### src/rtl/ram_rd_check.sv
// Read-side checker for the 2-port RAM test: aligns port-B requests with returned data,
// verifies data == addr + DATA_OFFSET, counts sweeps/errors. Define RAM_CHK_FIRST_ERR_EN to capture the first error.
module ram_rd_check #(
  parameter int RD_LATENCY  = 1,
  parameter int ADDR_LAST   = 126,
  parameter int DATA_OFFSET = 0
) (
  input  logic        clk,
  input  logic        rst_n,
  input  logic        ram_en_b,
  input  logic [6:0]  ram_addr_b,
  input  logic [7:0]  ram_rd_data,
  input  logic        clr_err,
  output logic        chk_busy,
  output logic        sweep_done,
  output logic        sweep_abort,
  output logic [15:0] pass_cnt,
  output logic [7:0]  err_cnt,
  output logic        err_flag,
  output logic [6:0]  first_err_addr,
  output logic [7:0]  first_err_data
);

  typedef enum logic [1:0] {IDLE, CHECK, DONE} state_t;

  state_t state, state_nxt;
  logic [6:0] exp_next, exp_next_nxt;

  logic [RD_LATENCY-1:0] vld_pipe;
  logic [6:0]            addr_pipe [RD_LATENCY];

  logic       s_vld;
  logic [6:0] s_addr;
  logic [7:0] exp_data;
  logic       data_mis;
  logic       sample_err;
  logic       done_hit;
  logic       abort_hit;
  logic [7:0] err_base;
  logic       flag_base;

  // Delay enable/address so they line up with the RAM's registered read data.
  always_ff @(posedge clk or negedge rst_n) begin
    if (!rst_n) begin
      vld_pipe <= '0;
      for (int i = 0; i < RD_LATENCY; i++) addr_pipe[i] <= '0;
    end else begin
      vld_pipe[0]  <= ram_en_b;
      addr_pipe[0] <= ram_addr_b;
      for (int i = 1; i < RD_LATENCY; i++) begin
        vld_pipe[i]  <= vld_pipe[i-1];
        addr_pipe[i] <= addr_pipe[i-1];
      end
    end
  end

  assign s_vld    = vld_pipe[RD_LATENCY-1];
  assign s_addr   = addr_pipe[RD_LATENCY-1];
  assign exp_data = {1'b0, s_addr} + 8'(DATA_OFFSET);
  assign data_mis = (ram_rd_data != exp_data);

  always_ff @(posedge clk or negedge rst_n) begin
    if (!rst_n) begin
      state    <= IDLE;
      exp_next <= '0;
    end else begin
      state    <= state_nxt;
      exp_next <= exp_next_nxt;
    end
  end

  always_comb begin
    state_nxt    = state;
    exp_next_nxt = exp_next;
    sample_err   = 1'b0;
    done_hit     = 1'b0;
    abort_hit    = 1'b0;
    if (s_vld) begin
      case (state)
        IDLE, DONE: begin
          if (s_addr == 7'd0) begin
            sample_err   = data_mis;
            state_nxt    = CHECK;
            exp_next_nxt = 7'd1;
          end
        end
        CHECK: begin
          if (s_addr == 7'd0 && exp_next != 7'd0) begin
            abort_hit    = 1'b1;
            sample_err   = data_mis;
            exp_next_nxt = 7'd1;
          end else begin
            // A sequence error and a data error on one sample count once.
            sample_err   = (s_addr != exp_next) | data_mis;
            exp_next_nxt = s_addr + 7'd1;
            if (s_addr == 7'(ADDR_LAST)) begin
              done_hit  = 1'b1;
              state_nxt = DONE;
            end
          end
        end
        default: state_nxt = IDLE;
      endcase
    end
  end

  always_comb begin
    chk_busy = (state == CHECK);
  end

  // The clear is applied first so an error in the same cycle lands on a zeroed count.
  assign err_base  = clr_err ? 8'd0 : err_cnt;
  assign flag_base = clr_err ? 1'b0 : err_flag;

  always_ff @(posedge clk or negedge rst_n) begin
    if (!rst_n) begin
      sweep_done  <= 1'b0;
      sweep_abort <= 1'b0;
      pass_cnt    <= '0;
      err_cnt     <= '0;
      err_flag    <= 1'b0;
    end else begin
      sweep_done  <= done_hit;
      sweep_abort <= abort_hit;
      if (done_hit && pass_cnt != 16'hFFFF) pass_cnt <= pass_cnt + 16'd1;
      err_cnt  <= (sample_err && err_base != 8'hFF) ? err_base + 8'd1 : err_base;
      err_flag <= flag_base | sample_err;
    end
  end

`ifdef RAM_CHK_FIRST_ERR_EN
  always_ff @(posedge clk or negedge rst_n) begin
    if (!rst_n) begin
      first_err_addr <= '0;
      first_err_data <= '0;
    end else if (sample_err && !flag_base) begin
      first_err_addr <= s_addr;
      first_err_data <= ram_rd_data;
    end
  end
`else
  assign first_err_addr = '0;
  assign first_err_data = '0;
`endif

endmodule

### config.mk
export PLATFORM = sky130hd
export DESIGN_NAME = ram_rd_check
export DESIGN_NICKNAME = d
export VERILOG_FILES = /design/src/rtl/ram_rd_check.sv
export SDC_FILE = /design/constraint.sdc
export NUM_CORES = 1
export LEC_CHECK = 0
export BUFFER_PORTS_ARGS = -buffer_cell sky130_fd_sc_hd__buf_2
export CELL_PAD_IN_SITES_DETAIL_PLACEMENT = 0
export CELL_PAD_IN_SITES_GLOBAL_PLACEMENT = 1
export CORE_ASPECT_RATIO = 1.25
export CORE_MARGIN = 3
export CORE_UTILIZATION = 40
export DETAILED_ROUTE_END_ITERATION = 7
export GPL_TIMING_DRIVEN = 0
export PLACE_DENSITY_LB_ADDON = 0.2
export SYNTH_ARGS = -nofsm -noshare
export SYNTH_HDL_FRONTEND = slang
export SYNTH_SLANG_ARGS = --single-unit
### constraint.sdc
create_clock -name clk -period 3.55 [get_ports clk]
set_input_delay 0.1775 -clock clk [delete_from_list [all_inputs] [get_ports clk]]
set_output_delay 0.1775 -clock clk [all_outputs]
set_load 0.02 [all_outputs]
## After elaboration in Yosys (flattened, before gate mapping)

Cells that the tools add are included.
W data, S select, Z words.

| storage, ports and cells | value |
|---|---|
| bits in registers | 44 |
| input bits | 19 |
| output and inout port bits | 43 |
| word-level logic and storage cells | 55 |

| cells by class | value |
|---|---|
| add/sub/neg operators | 3 |
| equal/unequal tests | 10 |
| mux-type cells | 21 |
| bitwise operators | 2 |
| reductions and logical operators | 10 |

Operators by type and width:

| cell | count |
|---|---|
| $add A16 B1 Y16 const B | 1 |
| $mux W8 | 2 |
| $ne A16 B16 Y1 const B | 1 |
| $mux W7 | 2 |
| $pmux W7 S2 | 1 |
| $mux W1 | 11 |
| $add A8 B1 Y8 const B | 1 |
| $ne A8 B7 Y1 | 1 |
| $ne A8 B8 Y1 const B | 1 |
| $add A7 B1 Y7 const B | 1 |
| $eq A7 B7 Y1 const B | 1 |
| $logic_not A7 Y1 | 1 |
| $ne A7 B7 Y1 | 1 |
| $reduce_bool A7 Y1 | 1 |
| $mux W2 | 3 |
| $ne A2 B2 Y1 const B | 2 |
| $pmux W2 S2 | 1 |
| $reduce_and A4 Y1 | 1 |
| $logic_and A1 B1 Y1 | 3 |
| $reduce_and A3 Y1 | 1 |
| $eq A2 B1 Y1 const B | 1 |
| $eq A2 B2 Y1 const B | 1 |
| $logic_not A2 Y1 | 1 |
| $ne A2 B1 Y1 const B | 1 |
| other kinds (4) | 5 |

## Depth between registers and ports, before layout

| depth | value |
|---|---|
| word-level depth | 7 |
| mapped depth | 9 |
| mapped depth without buffers | 8 |

## Worst setup path before layout

Ideal clock, no wire load.

| timing | value |
|---|---|
| path type | reg2reg |
| start point | register addr_pipe[0] (netlist bit) |
| end point | register err_cnt[4] |
| library setup time | 0.078 ns |
| arrival time | 2.420 ns |
| data required time | 3.472 ns |
| slack | 1.053 ns |
| stages on the path, launching flop included | 10 |
| buffers on the path | 1 |
| period minus slack after synthesis | 2.497 ns |
| cells stage by stage | dfrtp_1 inv_1 ha_1 or4b_4 nor3_4 a31oi_4 o22a_1 buf_6 or4_1 a21oi_1 |

| between the ends | value |
|---|---|
| longest elaborated chain between the ends | 7 |
| elaborated cells between the ends (all ways) | 11 |
| classes of those cells | 2 x eq/ne; 5 x mux; 1 x bitwise; 3 x reduce/logical |

Ends and longest elaborated chain:

| what | RTL line | RTL |
|---|---|---|
| from (decl) | 30 | `logic [6:0] addr_pipe [RD_LATENCY];` |
| from (signal, indexed assignment) | 52 | `addr_pipe[i] <= addr_pipe[i-1];` |
| $ne A8 B7 Y1 (tied with other cells) | 60 | `assign data_mis = (ram_rd_data != exp_data);` |
| $or A1 B1 Y1 or $logic_and A1 B1 Y1 (tied branches) | 94, 88 |  |
| $mux W1 | 88 | `if (s_addr == 7'd0 && exp_next != 7'd0) begin` |
| $pmux W1 S2 * | 79 | `case (state)` |
| $mux W1 * | 78 | `if (s_vld) begin` |
| $logic_and A1 B1 Y1 * | 126 | `err_cnt <= (sample_err && err_base != 8'hFF) ? err_base + 8'd1 : err_base;` |
| $mux W8 * | 126 |  |
| to (signal assigned) | 126 |  |
| to (decl) | 18 | `output logic [7:0] err_cnt,` |

Mark *: on every way between the ends. The rest lies on a longest branch, timed or not.
A chain may end at the register's enable or synchronous reset.

## Worst setup path in the final report

Ends and elaborated chain as after synthesis.

==> reports/metrics.cfg <==
[layout]
layout_common_cells=47 x buf_2, 44 x dfrtp_1, 28 x xnor2_1, 15 x buf_4, 15 x conb_1
nets=313
utilization_pct=51.1
multi_input_area_sq_um=1050
layout_commonest_cell=buf_2
n_fill_cell=546
area_growth_pct=22.6
diodes=0
regArea_sq_um=1100
fin_cells=353
final_cell_area_sq_um=2800
drive_gt1_share_pct=26.6

[floorplan]
core_region_area_sq_um=5480
ioPinCount=62
die_h_microns=90.5
die_area_sq_um=6660
placementRows=30
start_util_pct=41.7
fp.dieW_microns=73.6

[synth]
ys_seq_area_share_pct=48.2
netlist_instances=215
ys_types=38
ys_warn_count=0
syn_area_sq_um=2280
ys_ff_latch=44
synth.avg_cell_area_sq_um=10.6

[global_routing]
grt_overflow=0
grt.total_usage_pct=15.2
grt_pass1_wl_microns=8140
grt_pass1_vias=1789
antenna_found_initial=0
grt_max_degree=45

[placed_design]
io_buffer_count=45
place_inst=338
place.gp.congestion=0.764
dp_hpwl_microns=3350
post_dp_cell_area_sq_um=2640

[job]
cap_violations=0

[setup_path]
critPathTopFamily=simple AND/OR/NAND/NOR gates
max_stage_delay_ps=490
cp.required_ps=3760
path_max_fanout=10
path_buf_inv=2
path_class=flip-flop to flip-flop
cp-start-kind=flip-flop
crit_slowest_cell=or4_1
crit_path_end_kind=flip-flop
crit_arrival_ps=2960
crit_chain=inv_1 -> ha_1 -> or4b_4 -> nor3_4 -> a31oi_4 -> o22a_1 -> buf_6 -> or4_1 -> a21oi_1

[routing]
drt-initial-drc-count=135
drtAntennaViolNets=0
first_pass_iters=4
avgViaCountPerCell=4.81
vias=1699
finalWirelength_microns=4570
wl_per_cell_microns=12.9
drc_errors=0

[sta]
max_freq_ghz=0.364
worstMarginPinSlew_ps=981
hold_violations=0
rsz0062_at_grt=false
slew_violations=0
period_minus_slack_ps=2750
setup_violations=0
setup_tns_ps=0
fin_worst_skew_ps=7.17
slew_headroom_pct=34.6
min_period_over_period_pct=77.5

[clocking]
numCtsBuffers=5
root_buffer=clkbuf_8
clock-sinks=44
htreeDepth=2
clk_pin_slew_ps=80
cts_tree=done
clockBufferDepth=2
clk_latency_ps=290

[pwr]
p_comb_share_pct=18.7
switching_share_pct=28.7
leakagePower_nw=1.41
cellInternalPower_w=0.000778
switchingPower_w=0.000313
clockPowerShare_pct=26.9
worst_ir_drop_vdd_uv=218
power_frac_seq_pct=54.5
power_density_nw_per_um2=390

[run_status]
outcome=completed

[min_path]
min_path_type=input pin to asynchronous set/reset pin

[stage by stage]
| step | setup WS (ps) | total power, W | hold slack, ps |
|---|---|---|---|
| after floorplan | 1050 | 0.000743 | -118 |
| after global placement | 836 | 0.000800 | 287 |
| after detailed placement | 799 | 0.000803 | 287 |
| after CTS | 776 | 0.00111 | 91.6 |
| after global routing | 659 | 0.00116 | 132 |
| final | 800 | 0.00109 | 47.0 |
[synthesized netlist by cell type]
master,instances,area [sq um]
nand3b_1,1,7.51
buf_4,15,113
buf_2,2,10.0
o31ai_1,1,7.51
o21bai_1,1,7.51
mux2_2,3,33.8
clkbuf_1,4,15.0
or4b_4,1,13.8
ha_1,5,62.6
nor3_1,4,20.0
xor2_1,10,87.6
a31oi_1,2,12.5
a21o_1,1,7.51
nand2b_1,2,12.5
o41ai_1,1,8.76
a21oi_1,4,20.0
buf_6,2,22.5
nand2_1,13,48.8
o21ai_0,7,35.0
and2_1,2,12.5
conb_1,1,3.75
nor3b_1,1,7.51
nor2b_1,5,31.3
dfrtp_1,44,1100
nand3_1,11,55.1
inv_1,7,26.3
a31oi_4,1,21.3
and3_2,1,7.51
nand4_1,11,68.8
nor2_1,5,18.8
o22a_1,1,8.76
nor3_4,1,16.3
and3_1,9,56.3
or4_1,2,15.0
a22o_1,1,8.76
xnor2_1,28,245
and4_1,1,8.76
nor4_1,4,25.0
[sequential cells by signal (all words and copies together), names as in the netlist]
name and flops:
err_flag 1, s_vld 1, addr_pipe 7, sweep_abort 1, state 2, sweep_done 1
err_cnt 8, exp_next 7, pass_cnt 16
[final cells by class]
class                   count  share of cell area (%)
flip-flops and latches     44                    39.3
multi-input cells         155                    37.5
repair buffers             53                    10.9
plain buffers              23                    5.72
well taps                  64                    2.86
clock buffers               6                    2.59
inverters                   7                   0.939
clock inverters             1                   0.179
[cell families after synthesis]
family                   after synthesis  synth area share [%]
flip-flops                            44                  48.2
other                                  1                 0.164
adder cells (fa/ha/maj)                5                  2.74
buffers and inverters                 30                  8.16
AO/OA/AOI/OAI                         20                  6.03
AND/OR/NAND/NOR                       74                  18.6
multiplexers                           3                  1.48
XOR/XNOR                              38                  14.6
[routing by layer]
| metal | vias to the layer above | track usage [%] | wire (microns) |
|---|---|---|---|
| met4 | 0 | 4.53 | 65 |
| li1 | 852 | - | - |
| met3 | 7 | 3.90 | 245 |
| met1 | 796 | 19.5 | 1980 |
| met5 | - | 0 | 0 |
| met2 | 44 | 24.9 | 2280 |
[worst paths after layout]
kind,from,to,cells past startpoint,slack [ps]
max,addr_pipe[0],err_cnt[4],9,800
min,rst_n,sweep_abort,1,50
max reg2reg,addr_pipe[0],err_cnt[4],9,800
min reg2reg,pass_cnt[10],pass_cnt[10],1,480
max in group asynchronous,rst_n,err_cnt[3],1,2900
min in group clk,clr_err,err_cnt[6],2,290
[worst reg2reg max path, cell delays in order (launching register included)]
cell and delay (ps):
dfrtp_1 460, inv_1 120, ha_1 150, or4b_4 470, nor3_4 250, a31oi_4 180, o22a_1 260, buf_6 150
or4_1 500, a21oi_1 150
[repair_timing]
action                                 4_1_cts  5_1_grt
endpoints found under the hold margin        8        0
hold buffers                                 8        0
resized for setup                            0        0
buffers inserted                             0        0
[power by group through the flow]
| stage | Combinational (W) | Clock (W) | Sequential (W) |
|---|---|---|---|
| after CTS | 0.000205 | 0.000309 | 0.000595 |
| after global routing | 0.000231 | 0.000329 | 0.000602 |
| final | 0.000204 | 0.000293 | 0.000594 |
| after detailed placement | 0.000198 | 0 | 0.000605 |
| after global placement | 0.000196 | 0 | 0.000605 |
| after floorplan | 0.000139 | 0 | 0.000603 |
No activity file was read; power rests on OpenSTA's default activity.
